==> config.mk <==
export PLATFORM = sky130hd
export DESIGN_NAME = seq_alu
export DESIGN_NICKNAME = d
export VERILOG_FILES = /design/src/rtl/seq_alu.sv
export SDC_FILE = /design/constraint.sdc
export NUM_CORES = 1
export LEC_CHECK = 0
export BUFFER_PORTS_ARGS = -buffer_cell sky130_fd_sc_hd__buf_2
export CAP_MARGIN = 20
export CORE_MARGIN = 2
export CORE_UTILIZATION = 46
export CTS_BUF_LIST = sky130_fd_sc_hd__clkbuf_4 sky130_fd_sc_hd__clkbuf_8
export DETAILED_ROUTE_END_ITERATION = 10
export MAX_ROUTING_LAYER = met4
export PLACE_DENSITY = 0.68
export SETUP_SLACK_MARGIN = 0.05
export SLEW_MARGIN = 20
export SYNTH_ARGS = -nofsm -noshare
export SYNTH_HDL_FRONTEND = slang
export SYNTH_SLANG_ARGS = --single-unit
==> constraint.sdc <==
create_clock -name clk -period 8.9 [get_ports clk]
set_clock_uncertainty 0.15 [all_clocks]
set_input_delay 0.89 -clock clk [delete_from_list [all_inputs] [get_ports clk]]
set_output_delay 0.89 -clock clk [all_outputs]
set_load 0.01 [all_outputs]
==> src/rtl/seq_alu.sv <==
// seq_alu: sequential ALU with single-cycle logic/arith ops and a shift-add multiplier.
// Define SEQ_ALU_DIV_EN to compile in the restoring divider (opcode 9).
module seq_alu #(
  parameter int unsigned WIDTH = 32,
  parameter int unsigned CW    = $clog2(WIDTH) + 1
) (
  input  logic             clk,
  input  logic             rst,
  input  logic             start,
  input  logic [3:0]       M,
  input  logic [WIDTH-1:0] A,
  input  logic [WIDTH-1:0] B,
  output logic             busy,
  output logic             done,
  output logic [WIDTH-1:0] LO,
  output logic [WIDTH-1:0] HI,
  output logic             ZERO,
  output logic             OF,
  output logic             DZ,
  output logic             ILL
);

  localparam logic [3:0] OP_AND  = 4'd0;
  localparam logic [3:0] OP_OR   = 4'd1;
  localparam logic [3:0] OP_ADD  = 4'd2;
  localparam logic [3:0] OP_SUB  = 4'd3;
  localparam logic [3:0] OP_SLT  = 4'd4;
  localparam logic [3:0] OP_NOTA = 4'd5;
  localparam logic [3:0] OP_NOR  = 4'd6;
  localparam logic [3:0] OP_XOR  = 4'd7;
  localparam logic [3:0] OP_MULU = 4'd8;
`ifdef SEQ_ALU_DIV_EN
  localparam logic [3:0] OP_DIVU = 4'd9;
`endif

  typedef enum logic [1:0] {
    S_IDLE = 2'd0,
    S_MUL  = 2'd1,
    S_DIV  = 2'd2,
    S_DONE = 2'd3
  } state_t;

  state_t           state_q;
  logic [CW-1:0]    cnt_q;
  logic [WIDTH-1:0] acc_q;
  logic [WIDTH-1:0] work_q;
  logic [WIDTH-1:0] opnd_q;
  logic [WIDTH-1:0] lo_q;
  logic [WIDTH-1:0] hi_q;
  logic             busy_q;
  logic             done_q;
  logic             zero_q;
  logic             of_q;
  logic             dz_q;
  logic             ill_q;

  // Single-cycle result path, registered at the accepting edge
  logic [WIDTH-1:0] sum;
  logic [WIDTH-1:0] diff;
  logic             add_of;
  logic             sub_of;
  logic [WIDTH-1:0] alu_lo_d;
  logic [WIDTH-1:0] alu_hi_d;
  logic             alu_of_d;
  logic             alu_dz_d;
  logic             alu_ill_d;
  logic             alu_zero_d;

  always_comb begin
    sum       = A + B;
    diff      = A - B;
    add_of    = (A[WIDTH-1] == B[WIDTH-1]) && (sum[WIDTH-1] != A[WIDTH-1]);
    sub_of    = (A[WIDTH-1] != B[WIDTH-1]) && (diff[WIDTH-1] != A[WIDTH-1]);
    alu_lo_d  = '0;
    alu_hi_d  = '0;
    alu_of_d  = 1'b0;
    alu_dz_d  = 1'b0;
    alu_ill_d = 1'b0;
    case (M)
      OP_AND:  alu_lo_d = A & B;
      OP_OR:   alu_lo_d = A | B;
      OP_ADD:  begin alu_lo_d = sum;  alu_of_d = add_of; end
      OP_SUB:  begin alu_lo_d = diff; alu_of_d = sub_of; end
      OP_SLT:  alu_lo_d = WIDTH'(diff[WIDTH-1] ^ sub_of);
      OP_NOTA: alu_lo_d = ~A;
      OP_NOR:  alu_lo_d = ~(A | B);
      OP_XOR:  alu_lo_d = A ^ B;
      OP_MULU: alu_lo_d = '0;
`ifdef SEQ_ALU_DIV_EN
      OP_DIVU: begin alu_lo_d = '1; alu_hi_d = A; alu_dz_d = 1'b1; end
`endif
      default: alu_ill_d = 1'b1;
    endcase
    alu_zero_d = (alu_lo_d == '0) && !alu_ill_d;
  end

  // One shift-add step: {acc,work} holds the partial product, multiplier in work
  logic [WIDTH:0]   mul_sum;
  logic [WIDTH-1:0] mul_hi_d;
  logic [WIDTH-1:0] mul_lo_d;

  always_comb begin
    mul_sum  = {1'b0, acc_q} + (work_q[0] ? {1'b0, opnd_q} : '0);
    mul_hi_d = mul_sum[WIDTH:1];
    mul_lo_d = {mul_sum[0], work_q[WIDTH-1:1]};
  end

`ifdef SEQ_ALU_DIV_EN
  // One restoring step: acc is the partial remainder, work shifts dividend out and quotient in
  logic [WIDTH:0]   div_shift;
  logic             div_ge;
  logic [WIDTH-1:0] div_rem_d;
  logic [WIDTH-1:0] div_quo_d;

  always_comb begin
    div_shift = {acc_q, work_q[WIDTH-1]};
    div_ge    = div_shift >= {1'b0, opnd_q};
    div_rem_d = div_ge ? WIDTH'(div_shift - {1'b0, opnd_q}) : div_shift[WIDTH-1:0];
    div_quo_d = {work_q[WIDTH-2:0], div_ge};
  end
`endif

  always_ff @(posedge clk or posedge rst) begin
    if (rst) begin
      state_q <= S_IDLE;
      cnt_q   <= '0;
      acc_q   <= '0;
      work_q  <= '0;
      opnd_q  <= '0;
      lo_q    <= '0;
      hi_q    <= '0;
      busy_q  <= 1'b0;
      done_q  <= 1'b0;
      zero_q  <= 1'b0;
      of_q    <= 1'b0;
      dz_q    <= 1'b0;
      ill_q   <= 1'b0;
    end else begin
      case (state_q)
        S_IDLE: begin
          if (start) begin
            if (M == OP_MULU) begin
              state_q <= S_MUL;
              busy_q  <= 1'b1;
              cnt_q   <= CW'(WIDTH);
              acc_q   <= '0;
              work_q  <= A;
              opnd_q  <= B;
            end
`ifdef SEQ_ALU_DIV_EN
            else if (M == OP_DIVU && B != '0) begin
              state_q <= S_DIV;
              busy_q  <= 1'b1;
              cnt_q   <= CW'(WIDTH);
              acc_q   <= '0;
              work_q  <= A;
              opnd_q  <= B;
            end
`endif
            else begin
              state_q <= S_DONE;
              done_q  <= 1'b1;
              lo_q    <= alu_lo_d;
              hi_q    <= alu_hi_d;
              zero_q  <= alu_zero_d;
              of_q    <= alu_of_d;
              dz_q    <= alu_dz_d;
              ill_q   <= alu_ill_d;
            end
          end
        end
        S_MUL: begin
          acc_q  <= mul_hi_d;
          work_q <= mul_lo_d;
          cnt_q  <= cnt_q - CW'(1);
          if (cnt_q == CW'(1)) begin
            state_q <= S_DONE;
            busy_q  <= 1'b0;
            done_q  <= 1'b1;
            lo_q    <= mul_lo_d;
            hi_q    <= mul_hi_d;
            zero_q  <= (mul_lo_d == '0);
            of_q    <= 1'b0;
            dz_q    <= 1'b0;
            ill_q   <= 1'b0;
          end
        end
`ifdef SEQ_ALU_DIV_EN
        S_DIV: begin
          acc_q  <= div_rem_d;
          work_q <= div_quo_d;
          cnt_q  <= cnt_q - CW'(1);
          if (cnt_q == CW'(1)) begin
            state_q <= S_DONE;
            busy_q  <= 1'b0;
            done_q  <= 1'b1;
            lo_q    <= div_quo_d;
            hi_q    <= div_rem_d;
            zero_q  <= (div_quo_d == '0);
            of_q    <= 1'b0;
            dz_q    <= 1'b0;
            ill_q   <= 1'b0;
          end
        end
`endif
        S_DONE: begin
          done_q  <= 1'b0;
          state_q <= S_IDLE;
        end
        default: state_q <= S_IDLE;
      endcase
    end
  end

  assign busy = busy_q;
  assign done = done_q;
  assign LO   = lo_q;
  assign HI   = hi_q;
  assign ZERO = zero_q;
  assign OF   = of_q;
  assign DZ   = dz_q;
  assign ILL  = ill_q;

endmodule

==> run_results.csv <==
group,metric,value,unit
outcome,outcome,"finished, final reports clean",
yosys,synthFlopType,"dfrtp_1",
place,dp_hpwl,40.68,mm
yosys,syn_inst,1868,
timing,final-setup-viol-count,0,
cells_and_area,drive_gt1_share,13.55,%
setup_path,cp.arrival,5.81,ns
floorplanning,start_util,46.48,%
route,wl,53.88,mm
cts,clock_sinks,173,
cts,numCtsBuffers,17,
yosys,post_synth.cell_area_avg,8.075,sq um
setup_path,path_buf_inv,2,
yosys,synth_common_cells,"302 x nand2_1, 173 x dfrtp_1, 156 x nor2_1",
yosys,synth_most_common_cell,"nand2_1",
setup_path,cp_max_fo,18,
global_routing,grt_antenna_before_repair,1,
flow_run,max_cap_violations,0,
yosys,synth-simple-area-share,22.47,%
global_routing,grt_max_degree,102,
floorplanning,die-area,34250,sq um
route,vias,14849,
pwr,ir_worst_vdd,0.0001621,V
setup_path,cp-end-kind,"register",
global_routing,grt_pass1_wl,81.93,mm
timing,setup-tns-final,0,ns
yosys,synth_edf_count,0,
global_routing,grt_pass1_vias,13737,
pwr,switching_share,47.13,%
setup_path,reg2reg_from,"work_q[0]",
global_routing,grt-ovfl-total,0,
timing,finalCritPeriodShare,62.30,%
cells_and_area,instances_no_fill,2385,
route,drtIter0Drc,1520,
yosys,ys_types,124,
yosys,synthArstFlopShare,100.0,%
yosys,synth_fp_nets,2080,
yosys,synth_warnings,0,
floorplanning,die_w,185.1,microns
cells_and_area,syn_to_final_growth,8.702,%
route,route.detailed.drc,0,
timing,hold_ws,0.3275,ns
cells_and_area,fin_nets,2140,
cts,clk_pin_slew_worst_paths,0.10,ns
setup_path,cp.required,9.17,ns
min_path,worstHoldStart,"HI[10]",
yosys,synth_xor_area_share,2.439,%
floorplanning,num_rows,66,
route,post_drt_via_cell_ratio,6.226,
setup_path,critPathSlowestCell,"nor3_1",
timing,maxSlewViolCount,0,
setup_path,max_stage_delay,0.64,ns
timing,tightest_slew,1.154,ns
yosys,synth_area,15080,sq um
route,routedWlPerCell,22.59,microns
place,place.gp.congestion,0.9714,
route,drt_pass1_iterations,8,
yosys,synth_top_family_by_area,"compound AO/OA/AOI/OAI gates",
min_path,min_path_type,"register to register",
timing,hold_viol,0,
floorplanning,core,32450,sq um
setup_path,crit_top_cell,"nor2_1",
yosys,synth_mux_area_share,1.153,%
route,detail-route-antenna-nets,0,
cts,clock_latency,0.50,ns
timing,max_freq,180.4,MHz
pwr,power.share.combinational,51.5,%
yosys,synth_fa_ha_area_share,11.90,%
cts,h-tree-depth,4,
timing,slew_headroom,22.85,%
pwr,switching_power,2.031,mW
pwr,p_leak,7.678,nW
yosys,synth_seq_cells,173,
yosys,synth_top_area_cell,"dfrtp_1",
place,io_buffer_count,139,
floorplanning,fp.dieH,185.1,microns
place,place_inst,2351,
yosys,synth_top_area_share,28.70,%
pwr,clkPwrFrac,14.9,%
cells_and_area,fin_util,50.52,%
setup_path,cp-startpoint,"A[14]",
timing,grt_setup_unrepaired,"false",
setup_path,path_class,"input port to register",
cts,cts-resized-gates,0,
floorplanning,ios,141,
cts,cts_tree,"yes",
pwr,p_int,2.278,mW
cts,cts_setup_buffers,0,
yosys,synth_area_leaders,"dfrtp_1 29%, ha_1 11%, nand2_1 7.5%",
yosys,synth.yosys.seq_area_share,28.70,%
global_routing,track_usage,32.37,%
cts,cts_hold_buffers,0,
cts,clk_path_buf_depth,2,
setup_path,critPathTopFamily,"simple AND/OR/NAND/NOR gates",
timing,min_period,5.545,ns
setup_path,cp-start-kind,"input port",
cts,cts_root_buffer,"clkbuf_8",
yosys,synth_compound_area_share,26.45,%
pwr,p_per_area,262.9,nW/um^2
pwr,p_seq_share,33.6,%
## sequential cells by signal (all words and copies together), names as in the netlist
| register | count |
|---|---|
| state_q | 2 |
| ZERO | 1 |
| work_q | 32 |
| acc_q | 32 |
| done | 1 |
| HI | 32 |
| ILL | 1 |
| LO | 32 |
| busy | 1 |
| OF | 1 |
| opnd_q | 32 |
| cnt_q | 6 |
## power by group through the flow
stage          Clock [mW]  Combinational (mW)  Sequential (mW)
2_1_floorplan           0                1.53             1.40
3_3_place_gp            0                2.17             1.44
4_1_cts             0.648                2.21             1.44
3_5_place_dp            0                2.21             1.45
6_report            0.641                2.22             1.45
5_1_grt             0.683                2.47             1.48
## logic make-up (layout without fill, tap and decap cells)
group	after synthesis	after routing
multiplexers	16	16
flip-flops	173	173
AO/OA/AOI/OAI	566	566
AND/OR/NAND/NOR	704	704
buffers and inverters	225	298
XOR/XNOR	42	42
other	1	3
adder cells (fa/ha/maj)	141	141
## layer usage
layer | GRT usage [%] | wire length (microns) | vias up
met3 | 5.132 | 4715 | 95
met2 | 47.54 | 23380 | 745
li1 | - | - | 6835
met5 | - | 0 | -
met4 | 9.778 | 1362 | 0
met1 | 45.76 | 24420 | 7174
## cell usage in the layout (no fill, tap or decap), types with 11 or more instances in the layout
cell      count
mux2i_1      14
o211ai_1     16
buf_2       139
a21oi_1     105
dfrtp_1     173
nor2b_1      15
nor2_1      155
a221o_1      15
a22oi_1      11
nand3_1      27
ha_1        137
a31oi_1      46
nor4_1       18
nand2b_1     25
xnor2_1      32
o21bai_1     16
a211oi_1     31
buf_4        19
nand2_1     302
nand4_1      14
o21ai_0     117
nor3_1       28
o221ai_1     28
clkbuf_8     18
o21ai_1      12
o31ai_1      20
a21o_1       17
and2_1       36
inv_1       106
## cell type report
cell class                 count  area [sq um]
antenna                        2         5.005
clock inverter                14         202.7
multi-input combinational   1470          9796
timing repair buffer         158         838.3
clock buffer                  18         247.7
fill                        3215         16060
sequential                   173          4329
tap                          442         553.0
inverter                     108         424.2
## path summary, 6_finish.rpt
check                           slack (ns)    endpoint  cells past startpoint
worst max register to register        4.71      HI[29]                     14
worst max-delay path                  3.36        ZERO                     25
worst min-delay path                  0.33      HI[10]                      2
min in group asynchronous             0.43    acc_q[4]                      2
max in group asynchronous             6.68  work_q[14]                      3
worst min register to register        0.33      HI[10]                      2
## per-stage QoR
| step | setup WS (ns) | power, mW | instance area (sq um) |
|---|---|---|---|
| 2_1_floorplan | 3.172 | 2.927 | 15080 |
| 3_3_place_gp | 3.106 | 3.617 | 15940 |
| 6_report | 3.355 | 4.310 | 16400 |
| 5_1_grt | 3.000 | 4.630 | 16390 |
| 4_1_cts | 3.447 | 4.293 | 16390 |
| 3_5_place_dp | 2.940 | 3.656 | 15940 |
## worst register-to-register path, stage by stage, from the launching register on
cell and delay [ns]:
dfrtp_1 0.81, and2_1 0.23, ha_1 0.22, fa_1 0.23, a21o_1 0.12, a21oi_1 0.10, o21a_1 0.21, o21ai_0 0.24
nor4bb_1 0.66, nor3_1 0.19, o31ai_1 0.39, nand2_1 0.09, nand2_1 0.12, xor2_1 0.22, a22o_1 0.15
(Power assumes the default switching activity.)
